==> config.mk <==
export PLATFORM = sky130hd
export DESIGN_NAME = crypto_bus_master
export DESIGN_NICKNAME = d
export VERILOG_FILES = /design/src/rtl/crypto_bus_master.sv
export SDC_FILE = /design/constraint.sdc
export NUM_CORES = 1
export LEC_CHECK = 0
export CAP_MARGIN = 5
export CORE_ASPECT_RATIO = 1.2
export CORE_MARGIN = 2
export CORE_UTILIZATION = 47
export DETAILED_ROUTE_END_ITERATION = 16
export PLACE_DENSITY = 0.82
export SLEW_MARGIN = 20
export SYNTH_ARGS = -nofsm -noshare
export SYNTH_HDL_FRONTEND = slang
export SYNTH_SLANG_ARGS = --single-unit
export TNS_END_PERCENT = 100
==> constraint.sdc <==
create_clock -name clk -period 2 [get_ports clk]
set_input_delay 0.4 -clock clk [delete_from_list [all_inputs] [get_ports clk]]
set_output_delay 0.4 -clock clk [all_outputs]
set_load 0.01 [all_outputs]
==> src/rtl/crypto_bus_master.sv <==
// crypto_bus_master: bus-side initiator for the crypto core's data registers.
// Turns queued write/read commands into one-cycle save/send strobes and
// collects read results into a return FIFO with a valid/ready handshake.
// Optional build macro: BUS_SEL_CHECK_EN adds a sticky sel_err output that
// flags commands addressing a register index >= NUM_REGS.
module crypto_bus_master #(
    parameter int NUM_REGS = 4,
    parameter int DATA_W   = 16,
    parameter int DEPTH    = 4,
    localparam int SEL_W   = (NUM_REGS > 1) ? $clog2(NUM_REGS) : 1
) (
    input  logic                       clk,
    input  logic                       rst,
    input  logic                       cmd_valid,
    output logic                       cmd_ready,
    input  logic                       cmd_write,
    input  logic [SEL_W-1:0]           cmd_sel,
    input  logic [DATA_W-1:0]          cmd_wdata,
    output logic [NUM_REGS-1:0]        save_info_bus,
    output logic [NUM_REGS-1:0]        send_info_bus,
    output logic [DATA_W-1:0]          save_data_bus,
    input  logic [NUM_REGS*DATA_W-1:0] send_data_bus,
    output logic                       rd_valid,
    input  logic                       rd_ready,
    output logic [DATA_W-1:0]          rd_data,
`ifdef BUS_SEL_CHECK_EN
    output logic                       sel_err,
`endif
    output logic                       busy
);

    localparam int PTR_W = $clog2(DEPTH);

    typedef enum logic [1:0] {IDLE, WR, RD_REQ, RD_CAP} state_t;

    state_t              state;
    logic [SEL_W-1:0]    sel_q;
    logic [NUM_REGS-1:0] sel_onehot;
    logic [DATA_W-1:0]   cap_word;
    logic [DATA_W-1:0]   mem [DEPTH];
    logic [PTR_W-1:0]    wr_ptr;
    logic [PTR_W-1:0]    rd_ptr;
    logic [PTR_W:0]      count;
    logic                accept;
    logic                push;
    logic                pop;

    assign cmd_ready = (state == IDLE) && (count < (PTR_W+1)'(DEPTH));
    assign accept    = cmd_valid && cmd_ready;
    assign push      = (state == RD_CAP);
    assign rd_valid  = (count != '0);
    assign pop       = rd_valid && rd_ready;
    assign rd_data   = rd_valid ? mem[rd_ptr] : '0;
    assign busy      = (state != IDLE);

    // Decode the incoming select; out-of-range indices decode to all zeros
    always_comb begin
        sel_onehot = '0;
        for (int unsigned i = 0; i < NUM_REGS; i++) begin
            if (cmd_sel == SEL_W'(i)) sel_onehot[i] = 1'b1;
        end
    end

    // Pick the addressed register's read slice; out-of-range reads yield zero
    always_comb begin
        cap_word = '0;
        for (int unsigned i = 0; i < NUM_REGS; i++) begin
            if (sel_q == SEL_W'(i)) cap_word = send_data_bus[i*DATA_W +: DATA_W];
        end
    end

    // Command sequencer; strobes are registered so they fire in the cycle after the handshake
    always_ff @(posedge clk) begin
        if (rst) begin
            state         <= IDLE;
            sel_q         <= '0;
            save_info_bus <= '0;
            send_info_bus <= '0;
            save_data_bus <= '0;
        end else begin
            save_info_bus <= '0;
            send_info_bus <= '0;
            case (state)
                IDLE: begin
                    if (accept) begin
                        sel_q <= cmd_sel;
                        if (cmd_write) begin
                            state         <= WR;
                            save_info_bus <= sel_onehot;
                            save_data_bus <= cmd_wdata;
                        end else begin
                            state         <= RD_REQ;
                            send_info_bus <= sel_onehot;
                        end
                    end
                end
                WR:      state <= IDLE;
                RD_REQ:  state <= RD_CAP;
                RD_CAP:  state <= IDLE;
                default: state <= IDLE;
            endcase
        end
    end

    // Return FIFO storage; stale contents after reset are masked by count
    always_ff @(posedge clk) begin
        if (push) mem[wr_ptr] <= cap_word;
    end

    // Return FIFO pointers and occupancy
    always_ff @(posedge clk) begin
        if (rst) begin
            wr_ptr <= '0;
            rd_ptr <= '0;
            count  <= '0;
        end else begin
            if (push) wr_ptr <= wr_ptr + PTR_W'(1);
            if (pop)  rd_ptr <= rd_ptr + PTR_W'(1);
            case ({push, pop})
                2'b10:   count <= count + (PTR_W+1)'(1);
                2'b01:   count <= count - (PTR_W+1)'(1);
                default: count <= count;
            endcase
        end
    end

`ifdef BUS_SEL_CHECK_EN
    // Sticky flag for any accepted command addressing a non-existent register
    always_ff @(posedge clk) begin
        if (rst)                              sel_err <= 1'b0;
        else if (accept && sel_onehot == '0)  sel_err <= 1'b1;
    end
`endif

endmodule

==> flow_summary.toml <==
[worst_setup_path]
worst-path-buf-inv = 2
cp.arrival_ps = 1680
cp.required_ps = 1600
crit_path_top_delay_cell = "mux4_2"
critPathLaunchType = "flop"
crit_family = "multiplexers"
crit_cells = 4
cp_max_fo = 8
critPathKind = "reg -> out"
cp_slowest_stage_delay_ps = 500
r2r_cells = 8
end_kind = "primary output"
crit_chain = "buf_12, mux4_2, nor2b_1, buf_2"

[global_route]
track_usage_pct = 19.5
grt_max_degree = 29
grt_pass1_vias = 3034
grt_pass1_wl_um = 15000
grt_busiest_layer = "met2"
met3_usage_pct = 4.04
met1_usage_pct = 22.6
antenna_found_initial = 0
use_met2_pct = 36.6
overflow = 0

[sta]
hold_violations = 0
rsz0062_at_grt = "yes"
fin_worst_skew_ps = 11.0
fin_ws_ps = -80.0
finalSetupTns_ps = -991
fin_crit_sh_pct = 104
holdWs_ps = 473
drv_slew = 0
maxSlewHeadroom_pct = 80.7
setup_viol = 16
fmax_mhz = 481
tightest_slew_ps = 287
period_minus_slack_ps = 2080

[synthesis]
synth_area_leaders = "edfxtp_1 44%, dfxtp_1 17%, mux4_2 17%, nand4b_1 3.2%, nand2b_1 2.7%"
synthMuxAreaShare_pct = 17.1
synth_top_family_by_area = "multiplexers"
synthAdderAreaFrac_pct = 1.90
synth_area_sq_um = 4340
synth_ff_type = "edfxtp_1"
synth_top_cell_area_share_pct = 44.2
synthesis.nets = 375
yosys_register_bits = 101
synth_edf_count = 64
yosysWarnings = 0
avgSynthCellArea_sq_um = 15.4
synth.most_common_cell = "edfxtp_1"
synth-simple-area-share_pct = 13.0
synth_area_leader_cell = "edfxtp_1"
syn_inst = 282
netlist_top_cells_count = "64 x edfxtp_1, 37 x dfxtp_1, 32 x mux4_2"
synthXorXnorAreaFrac_pct = 0.806
ys_types = 34
asyncSetResetFlopFracSynth_pct = 0
synth_compound_area_share_pct = 2.94
seq_area_frac_synth_pct = 61.3

[clocking]
cts.sinks = 101
cts.htree.levels = 3
postCtsSetupBuffers = 0
cts_tree = "built"
cts_buffers = 9
clk_pin_slew_worst_paths_ps = 100
hold_buffers = 0
cts_buffer_depth = 2
clk_latency_ps = 350
root_buffer = "clkbuf_8"

[route]
post_drt_wl_per_cell_um = 17.4
ant_nets = 0
drt-initial-drc-count = 121
wirelength_um = 9560
drc = 0
viasPerCell = 5.27
vias = 2903
firstDrtPassIters = 4

[power_and_ir_drop]
p_sw_mw = 1.02
p_int_mw = 3.20
pwr-share-comb_pct = 16.1
p_sw_share_pct = 24.2
power_leakage_nw = 2.07
p_clk_share_pct = 29.1
ir_worst_vdd_uv = 502
total_power_mw = 4.23
p_per_area_nw_per_um2 = 699
p_seq_share_pct = 54.8

[placement]
placed_area_sq_um = 5900
dp_hpwl_um = 6680
dp.cells = 534
gp_congestion = 0.714
portBuffers = 129

[worst_hold_path]
min_path_cells = 2
hold_path_class = "reg -> reg"

[flow_run]
maxCapViolCount = 0

[floorplan]
start_util_pct = 48.1
die_h_um = 109
num_rows = 38
die-width_um = 91.8
design.die.area_sq_um = 10000
ios = 130
core_area_sq_um = 9030

[final_layout]
fin_cells = 551
post-route-cell-area_sq_um = 6050
diodes = 0
num-nets-final = 519
layout-drive-gt1-share_pct = 22.7
area_growth_pct = 39.2

[status]
status = "finished with violations"
failed_checks = "setup timing"
==> area by class of cell <==
type                            instances  area, sq um
Multi-Input combinational cell        155         1560
Clock inverter                          6         56.3
Tap cell                              120          150
Sequential cell                       101         2670
Fill cell                             653         2990
Clock buffer                           10          138
Timing Repair Buffer                  152         1450
Inverter                                7         26.3
==> kinds of logic after synthesis <==
logic type	count (synthesis)
AOI/OAI and AO/OA	25
xor gates and xnor gates	4
adders and majority gates	6
buffers and inverters	26
DFF	101
muxes	34
and+or+nand+nor	86
==> state kept, by name, indices dropped and copies added (netlist names), named ones only <==
signal	count
mem	64
save_data_bus	16
save_info_bus	4
send_info_bus	4
count	3
rd_ptr	2
sel_q	2
state	2
wr_ptr	2
==> power by group through the flow <==
stage	logic (mW)	clock network [mW]	registers, mW
2_1_floorplan	0.311	0	2.37
3_3_place_gp	0.679	0	2.36
3_5_place_dp	0.700	0	2.36
4_1_cts	0.688	1.25	2.32
5_1_grt	0.735	1.33	2.32
6_report	0.680	1.23	2.32
==> through the flow <==
stage          util, %  setup slack [ps]
6_report          67.0             -80.0
2_1_floorplan        -               218
4_1_cts           66.9              -108
3_5_place_dp      65.3              -357
5_1_grt           67.0              -144
3_3_place_gp      65.3              -243
==> per-layer routing <==
layer  vias to the layer above  part of all wire [%]  wire, um
li1                       1357                     -         -
met1                      1431                    41      3880
met2                       105                    52      5010
met3                        10                   6.0       576
met4                         0                   1.1       101
met5                         -                     0         0
==> layout by cell type (no fill, tap or decap), types with 2 or more instances in the layout <==
cell             instances
buf_2                   16
clkinv_4                 3
clkbuf_8                10
buf_12                   4
edfxtp_1                64
o21ai_1                 10
o21ai_0                  9
ha_1                     4
nand2_2                  2
clkdlybuf4s50_1        111
inv_1                    7
dlygate4sd2_1            2
nand2_1                  4
nand2b_1                19
xor2_1                   3
mux2i_1                  2
and3_1                   4
nor3_2                   4
inv_8                    2
nand4b_1                16
dfxtp_1                 36
mux4_2                  32
or3_1                    2
a21oi_1                  5
nor2_1                  13
nor2b_1                 16
buf_4                   18
==> worst reg2reg max path: stages (launching register included) <==
cell and delay, ps:
dfxtp_1 420, o31ai_1 120, inv_1 80, ha_2 180, inv_1 50, fa_1 370, xor2_1 150, or3_1 310
a21oi_1 150
==> what timing repair did <==
action | CTS | global route
setup endpoints to repair | 18 | 17
pin swaps | 0 | 1
resized for setup | 69 | 1
gates cloned | 1 | 0
==> worst paths after layout <==
check / startpoint / endpoint / slack [ps]
min reg2reg: save_data_bus[10] / save_data_bus[10] / 470
max reg2reg: count[0] / count[2] / 120
min: save_data_bus[10] / save_data_bus[10] / 470
max: flop / rd_data[12] / -80
Power figures use the tool's default switching activity.
